## config.mk

```make
export PLATFORM = sky130hd
export DESIGN_NAME = data_mem_controller
export DESIGN_NICKNAME = d
export VERILOG_FILES = /design/src/rtl/data_mem_controller.sv
export SDC_FILE = /design/constraint.sdc
export NUM_CORES = 1
export LEC_CHECK = 0
export CELL_PAD_IN_SITES_DETAIL_PLACEMENT = 0
export CELL_PAD_IN_SITES_GLOBAL_PLACEMENT = 1
export CORE_MARGIN = 1
export CORE_UTILIZATION = 31
export DETAILED_ROUTE_END_ITERATION = 8
export PLACE_DENSITY_LB_ADDON = 0.3
export SLEW_MARGIN = 20
export SYNTH_ARGS = -nofsm -noshare
export SYNTH_HDL_FRONTEND = slang
export SYNTH_SLANG_ARGS = --single-unit
```

## constraint.sdc

```tcl
create_clock -name clk -period 3.7 [get_ports clk]
set_input_delay 0.74 -clock clk [delete_from_list [all_inputs] [get_ports clk]]
set_output_delay 0.74 -clock clk [all_outputs]
set_load 0.02 [all_outputs]
```

## src/rtl/data_mem_controller.sv

```systemverilog
// Memory-stage sequencer: turns the EX/MEM load/store into one bus transaction,
// stalls the pipeline while it is in flight and returns the extended load data.
module data_mem_controller #(
  parameter int TIMEOUT_CYCLES = 16
) (
  input  logic        clk,
  input  logic        reset,
  input  logic        op_valid,
  input  logic        data_write_en,
  input  logic        is_load,
  input  logic [31:0] alu_result,
  input  logic [31:0] write_data,
  input  logic [1:0]  data_men_write_command,
  input  logic [2:0]  load_gen_command,
  output logic        mem_req,
  output logic        mem_we,
  output logic [31:0] mem_addr,
  output logic [31:0] mem_wdata,
  output logic [3:0]  mem_wstrb,
  input  logic        mem_gnt,
  input  logic        mem_rvalid,
  input  logic [31:0] mem_rdata,
  output logic        stall,
  output logic [31:0] load_data,
  output logic        load_valid,
  output logic        misaligned_exc,
  output logic        bus_error,
  output logic        suppress_wb,
  output logic [1:0]  dbg_state
);

  localparam int CW = $clog2(TIMEOUT_CYCLES + 1);
  localparam logic [CW-1:0] CNT_LAST = CW'(TIMEOUT_CYCLES - 1);

  // Bus handshake: mem_req stays high with stable address/data until the
  // cycle mem_gnt is seen; read data is taken only in the cycle mem_rvalid is
  // high while waiting for it. One access outstanding at a time.
  typedef enum logic [1:0] {
    S_IDLE = 2'd0,
    S_REQ  = 2'd1,
    S_WAIT = 2'd2,
    S_DONE = 2'd3
  } state_t;

  state_t          r_state;
  state_t          w_next;
  logic [CW-1:0]   r_cnt;
  logic [31:0]     r_addr;
  logic [31:0]     r_wdata;
  logic [3:0]      r_wstrb;
  logic            r_we;
  logic            r_is_load;
  logic [2:0]      r_ld_cmd;
  logic [1:0]      r_off;
  logic [31:0]     r_load_data;
  logic            r_mis;
  logic            r_bus;

  logic            w_mem_op;
  logic            w_ld_half;
  logic            w_ld_byte;
  logic            w_word;
  logic            w_half;
  logic            w_misaligned;
  logic            w_timeout;
  logic [31:0]     w_wdata;
  logic [3:0]      w_wstrb;
  logic [7:0]      w_byte;
  logic [15:0]     w_hword;
  logic [31:0]     w_ld_ext;

  assign w_mem_op  = op_valid && (data_write_en || is_load);
  assign w_ld_half = (load_gen_command == 3'b001) || (load_gen_command == 3'b010);
  assign w_ld_byte = (load_gen_command == 3'b011) || (load_gen_command == 3'b100);
  // A store wins the size decode when both write enable and is_load are set.
  assign w_half = data_write_en ? (data_men_write_command == 2'b01) : w_ld_half;
  assign w_word = data_write_en ? ((data_men_write_command == 2'b00) ||
                                   (data_men_write_command == 2'b11))
                                : !(w_ld_half || w_ld_byte);
  assign w_misaligned = (w_word && (alu_result[1:0] != 2'b00)) ||
                        (w_half && alu_result[0]);
  assign w_timeout = ((r_state == S_REQ) || (r_state == S_WAIT)) && (r_cnt == CNT_LAST);

  always_comb begin
    w_wdata = write_data;
    w_wstrb = 4'b1111;
    case (data_men_write_command)
      2'b10: begin
        w_wdata = {4{write_data[7:0]}};
        w_wstrb = 4'b0001 << alu_result[1:0];
      end
      2'b01: begin
        w_wdata = {2{write_data[15:0]}};
        w_wstrb = 4'b0011 << alu_result[1:0];
      end
      default: ;
    endcase
  end

  always_comb begin
    w_byte = mem_rdata[7:0];
    case (r_off)
      2'd1:    w_byte = mem_rdata[15:8];
      2'd2:    w_byte = mem_rdata[23:16];
      2'd3:    w_byte = mem_rdata[31:24];
      default: ;
    endcase
    w_hword = r_off[1] ? mem_rdata[31:16] : mem_rdata[15:0];
    case (r_ld_cmd)
      3'b001:  w_ld_ext = {{16{w_hword[15]}}, w_hword};
      3'b010:  w_ld_ext = {16'h0000, w_hword};
      3'b011:  w_ld_ext = {{24{w_byte[7]}}, w_byte};
      3'b100:  w_ld_ext = {24'h000000, w_byte};
      default: w_ld_ext = mem_rdata;
    endcase
  end

  always_ff @(posedge clk or posedge reset) begin
    if (reset) r_state <= S_IDLE;
    else       r_state <= w_next;
  end

  always_comb begin
    w_next = r_state;
    case (r_state)
      S_IDLE: if (w_mem_op) w_next = w_misaligned ? S_DONE : S_REQ;
      S_REQ: begin
        if (w_timeout)    w_next = S_DONE;
        else if (mem_gnt) w_next = r_we ? S_DONE : S_WAIT;
      end
      S_WAIT: if (w_timeout || mem_rvalid) w_next = S_DONE;
      S_DONE: w_next = S_IDLE;
      default: w_next = S_IDLE;
    endcase
  end

  always_ff @(posedge clk or posedge reset) begin
    if (reset) begin
      r_cnt       <= '0;
      r_addr      <= '0;
      r_wdata     <= '0;
      r_wstrb     <= '0;
      r_we        <= 1'b0;
      r_is_load   <= 1'b0;
      r_ld_cmd    <= '0;
      r_off       <= '0;
      r_load_data <= '0;
      r_mis       <= 1'b0;
      r_bus       <= 1'b0;
    end else begin
      case (r_state)
        S_IDLE: begin
          if (w_mem_op) begin
            r_is_load <= !data_write_en;
            r_mis     <= w_misaligned;
            r_bus     <= 1'b0;
            r_cnt     <= '0;
            if (!w_misaligned) begin
              r_addr   <= {alu_result[31:2], 2'b00};
              r_we     <= data_write_en;
              r_wdata  <= data_write_en ? w_wdata : 32'h0;
              r_wstrb  <= data_write_en ? w_wstrb : 4'b0000;
              r_ld_cmd <= load_gen_command;
              r_off    <= alu_result[1:0];
            end
          end
        end
        S_REQ, S_WAIT: begin
          r_cnt <= r_cnt + 1'b1;
          // Timeout overrides a grant or response arriving in the same cycle.
          if (w_timeout) begin
            r_bus <= 1'b1;
            if (r_is_load) r_load_data <= 32'h0;
          end else if ((r_state == S_WAIT) && mem_rvalid) begin
            r_load_data <= w_ld_ext;
          end
        end
        default: ;
      endcase
    end
  end

  assign mem_req        = (r_state == S_REQ);
  assign mem_we         = mem_req && r_we;
  assign mem_addr       = r_addr;
  assign mem_wdata      = r_wdata;
  assign mem_wstrb      = mem_req ? r_wstrb : 4'b0000;
  assign load_data      = r_load_data;
  assign load_valid     = (r_state == S_DONE) && r_is_load && !r_mis && !r_bus;
  assign misaligned_exc = (r_state == S_DONE) && r_mis;
  assign bus_error      = (r_state == S_DONE) && r_bus;
  assign suppress_wb    = (r_state == S_DONE) && (r_mis || r_bus);
  // Gated by reset so the pipeline is released the moment reset is raised.
  assign stall = !reset && (((r_state == S_IDLE) && w_mem_op) ||
                            (r_state == S_REQ) || (r_state == S_WAIT));
  assign dbg_state = r_state;

endmodule
```

==> results of run 1 <==
cells in the mapped netlist (2+ instances only):
master / n / area (sq um)
o21a_1: 8 / 60.1
xnor2_1: 5 / 43.8
mux2i_1: 27 / 270
a22o_1: 24 / 210
inv_1: 19 / 71.3
o31ai_1: 8 / 60.1
a21oi_1: 33 / 165
o21ai_0: 44 / 220
clkbuf_1: 18 / 67.6
o221ai_1: 2 / 17.5
nor2_1: 44 / 165
a31oi_1: 2 / 12.5
ha_1: 9 / 113
mux2_1: 41 / 462
buf_1: 4 / 15.0
buf_4: 2 / 15.0
mux2_2: 6 / 67.6
or2_2: 4 / 25.0
nor2b_1: 10 / 62.6
nand2_1: 66 / 248
o22ai_1: 8 / 50.1
a22oi_1: 9 / 67.6
a32oi_1: 2 / 17.5
dfrtp_1: 114 / 2850
buf_2: 12 / 60.1
and2_1: 9 / 56.3
a32o_1: 9 / 90.1
nand3_1: 12 / 60.1
buf_6: 5 / 56.3
a21o_1: 2 / 15.0
nand2b_1: 3 / 18.8
kinds of logic (layout without fill, tap and decap cells):
family | Yosys count | count (layout) | synth area share [%]
AOI/OAI and AO/OA | 168 | 168 | 19.5
xor gates and xnor gates | 5 | 5 | 0.729
adders and majority gates | 9 | 9 | 1.87
buffers and inverters | 61 | 279 | 4.81
DFF | 114 | 114 | 47.5
muxes | 75 | 75 | 13.7
other | 1 | 2 | 0.0624
and+or+nand+nor | 159 | 159 | 11.9
through the flow:
step	cell area (sq um)	util, %
floorplan	6020	-
global placement	8380	44.5
detailed placement	8380	44.5
CTS	8960	47.6
global route	8960	47.6
finish	8960	47.6
worst paths after layout:
kind                                             end  slack (ns)
setup / recovery                               stall        0.55
hold / removal                r_wstrb[1]$_DFFE_PP0P_        0.47
setup reg to reg           load_data[15]$_DFFE_PP0P_        1.10
hold reg to reg               r_wstrb[1]$_DFFE_PP0P_        0.47
max in group asynchronous  load_data[22]$_DFFE_PP0P_        2.25
min in group asynchronous   mem_addr[19]$_DFFE_PP0P_        0.83
registers in the layout, summed over array words and instances, names as in the netlist:
name       count
r_is_load      1
r_ld_cmd       3
r_bus          1
dbg_state      2
mem_wdata     32
r_cnt          5
mem_addr      30
r_mis          1
r_we           1
r_wstrb        4
load_data     32
r_off          2
critical path, cell delays in order:
cell	delay [ns]
clkdlybuf4s50_1	0.47
o21a_2	0.21
nand2_2	0.18
a21oi_1	0.17
clkdlybuf4s50_1	0.62
area by class of cell:
cell class,instances,area share (%)
clock buffer,19,4.94
clock inverter,13,1.51
inverter,20,0.880
multi-input combinational,418,32.2
sequential,114,31.8
tap,260,3.63
timing repair buffer,227,25.0
where the power goes:
part / total, mW / switching, mW / internal [mW]
combinational: 3.69 / 1.93 / 1.76
clock: 1.60 / 0.595 / 1.01
sequential: 2.26 / 0.438 / 1.82
total: 7.55 / 2.96 / 4.59
routing by layer:
metal / global-route usage (%) / up-vias / routed length, um
met5: 0 / - / 0
met4: 7.15 / 0 / 326
li1: - / 2532 / -
met1: 22.2 / 2570 / 7620
met3: 5.20 / 27 / 1190
met2: 31.4 / 166 / 8680
cell usage in the layout, fill, tap and decap left out, types with 18 or more instances in the layout:
master,instances
a21oi_1,33
a22o_1,24
clkdlybuf4s50_1,214
dfrtp_1,114
inv_1,18
mux2_1,41
mux2i_1,27
nand2_1,66
nor2_1,44
o21ai_0,44
==> out/summary.txt, run 1 <==
buffers inserted by post-CTS timing repair: 0
Hold Violations, Final: 0
root buffer cell: clkbuf_16
Tot Pwr: 7.55 mW
GRT overflow: 0
Warnings, synthesis: 0
total routed wirelength: 17,800 um
hold path depth: 1
worst hold start: r_wstrb[1]$_DFFE_PP0P_
row cnt: 50
hold bufs inserted after CTS: 0
synthesized area: 0.00601 sq mm
reg-to-reg critical path startpoint: dbg_state[0]$_DFFE_PP0P_
dpl cells: 1,039
Setup crit start kind: input pin
post-synthesis sequential area ratio: 47.5%
vias in the first global route: 5,557
vias: 5,295
fin crit share: 85.0%
number of max-cap violations: 0
Leak: 3.75 nW
first-pass GRT wire length: 28,700 um
Post-DP HPWL: 13,200 um
worst reg-to-reg path cell count: 5
post-synthesis cell count: 592
Final ANT Viol Nets: 0
Avg Inst Size Synth: 10.2 sq um
Setup crit start: data_write_en
critical path class: in -> out
CP arrival: 2.41 ns
Peak VDD IR: 0.000355 V
number of synthesized flops with an enable pin: 0
I/O Pins: 217
CP Data Required Time: 2.96 ns
Non-Filler Instances: 1,071
CTS sink cnt: 114
predominant post-synthesis flop cell: dfrtp_1
I/O Buffers: 214
Worst slew margin: 41.2%
# diodes: 0
number of synthesized register bits: 114
area grow syn2layout: 49.1%
Slew Viols, Final: 0
H-tree levels: 4
Distinct cells, synth: 62
total core area: 0.0188 sq mm
crit-path max FO: 8
unrepaired setup endpoints after global routing: no
Die H: 141 um
DR pass1 iterations: 4
worst min path class: reg -> reg
vias per inst: 4.94
Final GP Congestion: 0.889
cells resized by post-CTS repair: 0
clk buf depth: 2
Place WS: 0.425 ns
Final nets: 915
Setup TNS Final: 0 ns
crit path capture type: output port
Filler cells: 1,787
Routed WL per cell: 16.6 um
total CTS buffers: 17
FF+latch area: 0.00285 sq mm
# setup viols final: 0
Die W: 141 um
Reg clk slew, reported paths: 0.05 ns
Clock Latency Late Sink: 0.41 ns
status: finished clean
area of the multi-input gates: 0.00288 sq mm
Synth async-reset ratio: 100%
Die ar.: 0.0199 sq mm
CTS tree: yes
Residual DRC: 0
Period minus WS final: 3.15 ns
initial DRC count: 188
Slew @ Worst Pin: 0.882 ns
initial antenna violation count: 0
largest net degree at the start of global routing: 53
Final Hold Slack: 0.473 ns
Setup Skew: 0.00815 ns
GRT Overall Usage: 18.5%
share of layout cells above drive strength 1: 8.26%
Fmax: 318 MHz
post-route setup slack: 0.554 ns
initial core utilization: 31.9%
PwrDens: 843 mW/mm^2
(Power assumes the default switching activity.)
==> inputs of run 2 (changes only) <==
Settings changed: CTS_CLUSTER_DIAMETER from default to 80.
==> results of run 2 <==
Final layout, timing and power as in run 1 (identical DEF).
